### src/rtl/mem_fill_if.sv
// mem_fill_if: memory read handshake plus wb-stage writeback bus for mem_fill.
//   master (fill engine): drives mem_rd_req/mem_addr/wb_en_out/ptr_out/val_out, samples mem_rd_ack/mem_rd_data
//   slave  (memory + wb): the mirror image
interface mem_fill_if;
  logic        mem_rd_req;
  logic [15:0] mem_addr;
  logic        mem_rd_ack;
  logic [15:0] mem_rd_data;
  logic        wb_en_out;
  logic [15:0] ptr_out;
  logic [15:0] val_out;
  modport master (output mem_rd_req, mem_addr, wb_en_out, ptr_out, val_out,
                  input  mem_rd_ack, mem_rd_data);
  modport slave  (input  mem_rd_req, mem_addr, wb_en_out, ptr_out, val_out,
                  output mem_rd_ack, mem_rd_data);
endinterface

### src/rtl/mem_fill.sv
// mem_fill: round-robin fill engine that reads memory for locked RF entries and pulses a wb writeback.
//   clk, rst      : clock, synchronous active-high reset
//   rf_in         : packed RF, entry i = {valid, retr, locked, tag[15:0], val[15:0]}
//   bus (master)  : memory read handshake and wb writeback strobe/tag/value
//   busy          : engine not idle
//   fill_err      : sticky read-timeout flag; only built with MEM_FILL_TIMEOUT_EN defined
module mem_fill #(
  parameter int NCORES  = 4,
  parameter int TIMEOUT = 255
) (
  input  logic                 clk,
  input  logic                 rst,
  input  logic [NCORES*35-1:0] rf_in,
  mem_fill_if.master           bus,
  output logic                 busy,
  output logic                 fill_err
);
  localparam int RW = NCORES > 1 ? $clog2(NCORES) : 1;
  typedef enum logic [1:0] {IDLE, REQ, WB, HOLD} state_t;
  state_t state_q, state_d;
  logic [RW-1:0] rr_q, rr_d, sel, idx;
  logic [15:0] ptr_q, ptr_d, pout_q, pout_d, vout_q, vout_d;
  logic hold_q, hold_d, found;
  logic [NCORES-1:0] cand;
  logic unused_rf;
  assign unused_rf = ^rf_in;
`ifdef MEM_FILL_TIMEOUT_EN
  logic [15:0] cnt_q, cnt_d;
  logic err_q, err_d;
  assign fill_err = err_q;
`else
  logic unused_timeout;
  assign unused_timeout = ^16'(TIMEOUT);
  assign fill_err = 1'b0;
`endif
  always_comb begin
    for (int i = 0; i < NCORES; i++) cand[i] = &rf_in[i*35+32 +: 3];
  end
  // first candidate at or after rr, wrapping
  always_comb begin
    found = 1'b0;
    sel = '0;
    idx = '0;
    for (int j = 0; j < NCORES; j++) begin
      idx = RW'((int'(rr_q) + j) % NCORES);
      if (!found && cand[idx]) begin
        found = 1'b1;
        sel = idx;
      end
    end
  end
  always_comb begin
    state_d = state_q;
    rr_d = rr_q;
    ptr_d = ptr_q;
    pout_d = pout_q;
    vout_d = vout_q;
    hold_d = 1'b0;
`ifdef MEM_FILL_TIMEOUT_EN
    cnt_d = cnt_q;
    err_d = err_q;
`endif
    unique case (state_q)
      IDLE: begin
`ifdef MEM_FILL_TIMEOUT_EN
        cnt_d = '0;
`endif
        if (found) begin
          state_d = REQ;
          ptr_d = rf_in[int'(sel)*35+16 +: 16];
          rr_d = (int'(sel) == NCORES-1) ? '0 : sel + 1'b1;
        end
      end
      REQ: begin
        if (bus.mem_rd_ack) begin
          state_d = WB;
          pout_d = ptr_q;
          vout_d = bus.mem_rd_data;
        end
`ifdef MEM_FILL_TIMEOUT_EN
        else if (cnt_q == 16'(TIMEOUT - 1)) begin
          state_d = HOLD;
          err_d = 1'b1;
        end else cnt_d = cnt_q + 16'd1;
`endif
      end
      WB: state_d = HOLD;
      HOLD: begin
        hold_d = ~hold_q;
        state_d = hold_q ? IDLE : HOLD;
      end
      default: state_d = IDLE;
    endcase
  end
  always_ff @(posedge clk) begin
    if (rst) begin
      state_q <= IDLE;
      rr_q <= '0;
      ptr_q <= '0;
      pout_q <= '0;
      vout_q <= '0;
      hold_q <= 1'b0;
`ifdef MEM_FILL_TIMEOUT_EN
      cnt_q <= '0;
      err_q <= 1'b0;
`endif
    end else begin
      state_q <= state_d;
      rr_q <= rr_d;
      ptr_q <= ptr_d;
      pout_q <= pout_d;
      vout_q <= vout_d;
      hold_q <= hold_d;
`ifdef MEM_FILL_TIMEOUT_EN
      cnt_q <= cnt_d;
      err_q <= err_d;
`endif
    end
  end
  assign bus.mem_rd_req = state_q == REQ;
  assign bus.mem_addr = ptr_q;
  assign bus.wb_en_out = state_q == WB;
  assign bus.ptr_out = pout_q;
  assign bus.val_out = vout_q;
  assign busy = state_q != IDLE;
endmodule

### src/flat_wrapper.sv
// flat-port wrapper written by rule: the top's interface ports become plain ports
module mem_fill_flat 
#(
  parameter int NCORES  = 4,
  parameter int TIMEOUT = 255
)
  (clk, rst, rf_in, busy, fill_err, bus_mem_rd_req, bus_mem_addr, bus_wb_en_out, bus_ptr_out, bus_val_out, bus_mem_rd_ack, bus_mem_rd_data);
  mem_fill_if bus_i ();
  input  logic clk;
  input  logic rst;
  input  logic [NCORES*35-1:0] rf_in;
  output logic busy;
  output logic fill_err;
  output wire logic [$bits(bus_i.mem_rd_req)-1:0] bus_mem_rd_req;
  output wire logic [$bits(bus_i.mem_addr)-1:0] bus_mem_addr;
  output wire logic [$bits(bus_i.wb_en_out)-1:0] bus_wb_en_out;
  output wire logic [$bits(bus_i.ptr_out)-1:0] bus_ptr_out;
  output wire logic [$bits(bus_i.val_out)-1:0] bus_val_out;
  input wire logic [$bits(bus_i.mem_rd_ack)-1:0] bus_mem_rd_ack;
  input wire logic [$bits(bus_i.mem_rd_data)-1:0] bus_mem_rd_data;
  assign bus_mem_rd_req = bus_i.mem_rd_req;
  assign bus_mem_addr = bus_i.mem_addr;
  assign bus_wb_en_out = bus_i.wb_en_out;
  assign bus_ptr_out = bus_i.ptr_out;
  assign bus_val_out = bus_i.val_out;
  assign bus_i.mem_rd_ack = bus_mem_rd_ack;
  assign bus_i.mem_rd_data = bus_mem_rd_data;
  mem_fill #(.NCORES(NCORES), .TIMEOUT(TIMEOUT)) u_core (.clk(clk), .rst(rst), .rf_in(rf_in), .bus(bus_i), .busy(busy), .fill_err(fill_err));
endmodule
### config.mk
export PLATFORM = sky130hd
export DESIGN_NAME = mem_fill_flat
export DESIGN_NICKNAME = d
export VERILOG_FILES = /design/src/rtl/mem_fill_if.sv /design/src/rtl/mem_fill.sv /design/src/flat_wrapper.sv
export SDC_FILE = /design/constraint.sdc
export NUM_CORES = 1
export LEC_CHECK = 0
export ABC_CLOCK_PERIOD_IN_PS = 3400
export CORE_MARGIN = 8
export CORE_UTILIZATION = 37
export CTS_CLUSTER_DIAMETER = 100
export DETAILED_ROUTE_END_ITERATION = 8
export PLACE_DENSITY = 0.75
export RECOVER_POWER = 25
export SYNTH_ARGS = -nofsm -noshare
export SYNTH_HDL_FRONTEND = slang
export SYNTH_SLANG_ARGS = --single-unit
### constraint.sdc
create_clock -name clk -period 3.4 [get_ports clk]
set_input_delay 0.51 -clock clk [delete_from_list [all_inputs] [get_ports clk]]
set_output_delay 0.51 -clock clk [all_outputs]
set_load 0.005 [all_outputs]
==> out/summary.txt <==
Clk_lat worst skew: 280 ps
DR WL met2: 8614 um
Power per standard cell area: 339.0 nW/um^2
GRT Overall Usage: 22.16%
Reg power frac: 29.7%
Overflow after GRT: 0
Post-route DRC: 0
Routed Antenna Nets: 0
Final min period: 3262 ps
Critical-path top delay cell: clkdlybuf4s50_1
Largest net degree at the start of global routing: 54
Top cells by area, synth: dfxtp_1 (23%), mux4_2 (21%), nand2_1 (7.8%)
Core Area: 12470 um^2
Post-synthesis cell type count: 71
ANT cells: 0
Setup crit start kind: input pin
Endpoints failing hold: 0
Slew Limit Fails: 0
Post-Syn Instances: 525
Critical Path, Cell by Cell: clkdlybuf4s50_1, nand4_1, a311oi_1, or2_1, inv_2, ha_4, buf_4, mux4_2, mux2i_1, a2111oi_0, or3_1
Initial Util: 37.39%
WHS Path Cells: 2
Non-Filler Instances: 892
Int Power: 1.613 mW
First-pass GRT wire length: 29350 um
I/O pin cnt: 211
Critical path class: in2reg
Clock transition at the registers of the reported paths: 60 ps
Vias in the first global route: 5504
CTS sink count: 53
Detailed placement HPWL: 15040 um
Vias per cell: 5.910
Syn avg cell area: 8.878 um^2
Unrepaired setup endpoints after global routing: no
Max IR drop VDD: 189.9 uV
Chip width: 128.2 um
Worst slew margin: 28.40%
Layout area overhead: 51.41%
Sw power: 0.7799 mW
Setup repair bufs after CTS: 0
Status: complete, no violations
Seq/Total Area, Yosys: 22.77%
Post-synth top area share: 22.77%
Max-Cap Viols: 0
Syn_nets: 685
Number of synthesized flops with an enable pin: 0
Hold WC Path Type: reg2reg
Clock share of power: 21.5%
R2r worst-path depth: 10
Fillers: 1120
DP Cell Count: 884
CTS tree: built
Synth Flop Type: dfxtp_1
Rows: 41
Slew @ Worst Pin: 1071 ps
Final Core Density: 56.61%
Met3 wire len: 2069 um
Cell taking the most area after synthesis: dfxtp_1
Slowest Stage Delay on Critical Path: 480 ps
Synthesized area: 4661 um^2
Via count of the routed design: 5272
Leakage: 2.616 nW
Setup Skew: 3.446 ps
Drt pass-1 iters: 5
Setup TNS: 0 ps
Highest metal layer with signal wires: met4
Wirelength per Cell: 20.82 um
Asr flop ratio synth: 0%
RD Place Congestion: 0.9588
Ys Warns: 0
Initial DRC count: 411
CP max FO: 9
I/O Buffers: 175
Full die area: 16440 um^2
#FFs+latches synth: 53
Peak Freq: 306.6 MHz
Worst setup EP type: flop
Clk root buf: clkbuf_16
H-tree depth: 2
Wire length on met1: 7319 um
Layout cells sized above 1: 19.58%
Post-Route WL: 18570 um
Initial antenna violation count: 0
Sw frac: 32.60%
Die Y: 128.2 um
Critical path arrival: 3420 ps
Share of total power in combinational logic: 48.8%
CTS max path bufs: 2
Number of setup violations in the final report: 0
Final net count: 879
Number of buffers created by CTS: 5
Worst EP required: 3560 ps
CTS Hold Buffers Added: 0
Final period utilization: 95.93%
## what timing repair did
item / 4_1_cts / 5_1_grt
resized for setup: 0 / 1
hold endpoints to repair: 0 / 0
setup endpoints to repair: 0 / 1
## synth_stat cells (5+ instances only)
master / number
nand2_1: 97
nand2b_1: 5
a21oi_1: 50
mux4_2: 43
nor2_1: 32
buf_1: 5
dfxtp_1: 53
mux2_2: 17
a31oi_1: 5
clkbuf_1: 25
o2111ai_1: 6
buf_2: 16
a311oi_1: 7
a211oi_1: 7
nor3_1: 6
and3_1: 6
nand3_1: 18
mux2i_1: 33
o21ai_0: 5
## layout make-up
cell class / count / area (um^2) / share of cell area, %
Clock buffer: 7 / 152.6 / 2.163
Timing Repair Buffer: 237 / 2237 / 31.70
Clock inverter: 1 / 5.005 / 0.07092
Tap cell: 172 / 215.2 / 3.050
Sequential cell: 53 / 1061 / 15.04
Inverter: 5 / 23.77 / 0.3369
Multi-Input combinational cell: 417 / 3362 / 47.64
## per-layer routing
layer | GRT usage (%) | vias up
met2 | 36.18 | 348
li1 | - | 2409
met3 | 5.200 | 42
met5 | 0 | -
met1 | 27.64 | 2473
met4 | 8.462 | 0
## power by group through the flow
stage	registers, mW	logic [mW]	clock network, mW
3_3_place_gp	0.724	1.14	0
4_1_cts	0.713	1.16	0.535
6_report	0.711	1.17	0.514
3_5_place_dp	0.727	1.16	0
2_1_floorplan	0.721	0.625	0
5_1_grt	0.719	1.24	0.560
## state kept, by name, indices dropped and copies added (netlist names)
| register | cells |
|---|---|
| u_core.hold_q | 1 |
| u_core.state_q | 2 |
| u_core.bus.mem_addr | 16 |
| u_core.bus.ptr_out | 16 |
| u_core.rr_q | 2 |
| u_core.bus.val_out | 16 |
## critical path: cells and delay by family
kind / cells / cell delay (ps)
muxes: 2 / 640
adders and majority gates: 1 / 340
AOI/OAI and AO/OA: 2 / 460
buffers and inverters: 3 / 750
and+or+nand+nor: 3 / 720
## layout by cell type (no fill, tap or decap), types with 17 or more instances in the layout
cell,instances
mux2_2,17
nand3_1,18
mux2i_1,33
dfxtp_1,53
nand2_1,97
dlygate4sd3_1,25
mux4_2,43
a21oi_1,50
buf_4,60
nor2_1,32
clkdlybuf4s50_1,149
## worst paths after layout
kind                                             start                 endpoint  slack [ps]
worst min-delay path            u_core.bus.val_out[11]   u_core.bus.val_out[11]         450
worst max-delay path                         rf_in[33]  u_core.bus.mem_addr[13]         140
worst min register to register  u_core.bus.val_out[11]   u_core.bus.val_out[11]         450
worst max register to register          u_core.rr_q[0]  u_core.bus.mem_addr[13]         370
## through the flow
step	worst slack, ps	area, um^2	hold slack (ps)	power, mW
CTS	138.0	7052	454.5	2.408
floorplan	0.9590	4678	414.2	1.346
finish	138.5	7057	450.4	2.393
global placement	-129.1	6894	421.7	1.866
detailed placement	-175.2	6894	445.3	1.883
global route	15.45	7057	470.8	2.523
## cell families (layout without fill, tap and decap cells)
group,Yosys count,count (layout),share of synthesized area (%)
AND/OR/NAND/NOR,189,189,18.42
other,1,1,0.08046
flip-flops,53,53,22.77
adder cells (fa/ha/maj),1,1,0.2684
buffers and inverters,55,250,5.638
multiplexers,95,95,33.10
AO/OA/AOI/OAI,131,131,19.73
(Power assumes the default switching activity.)
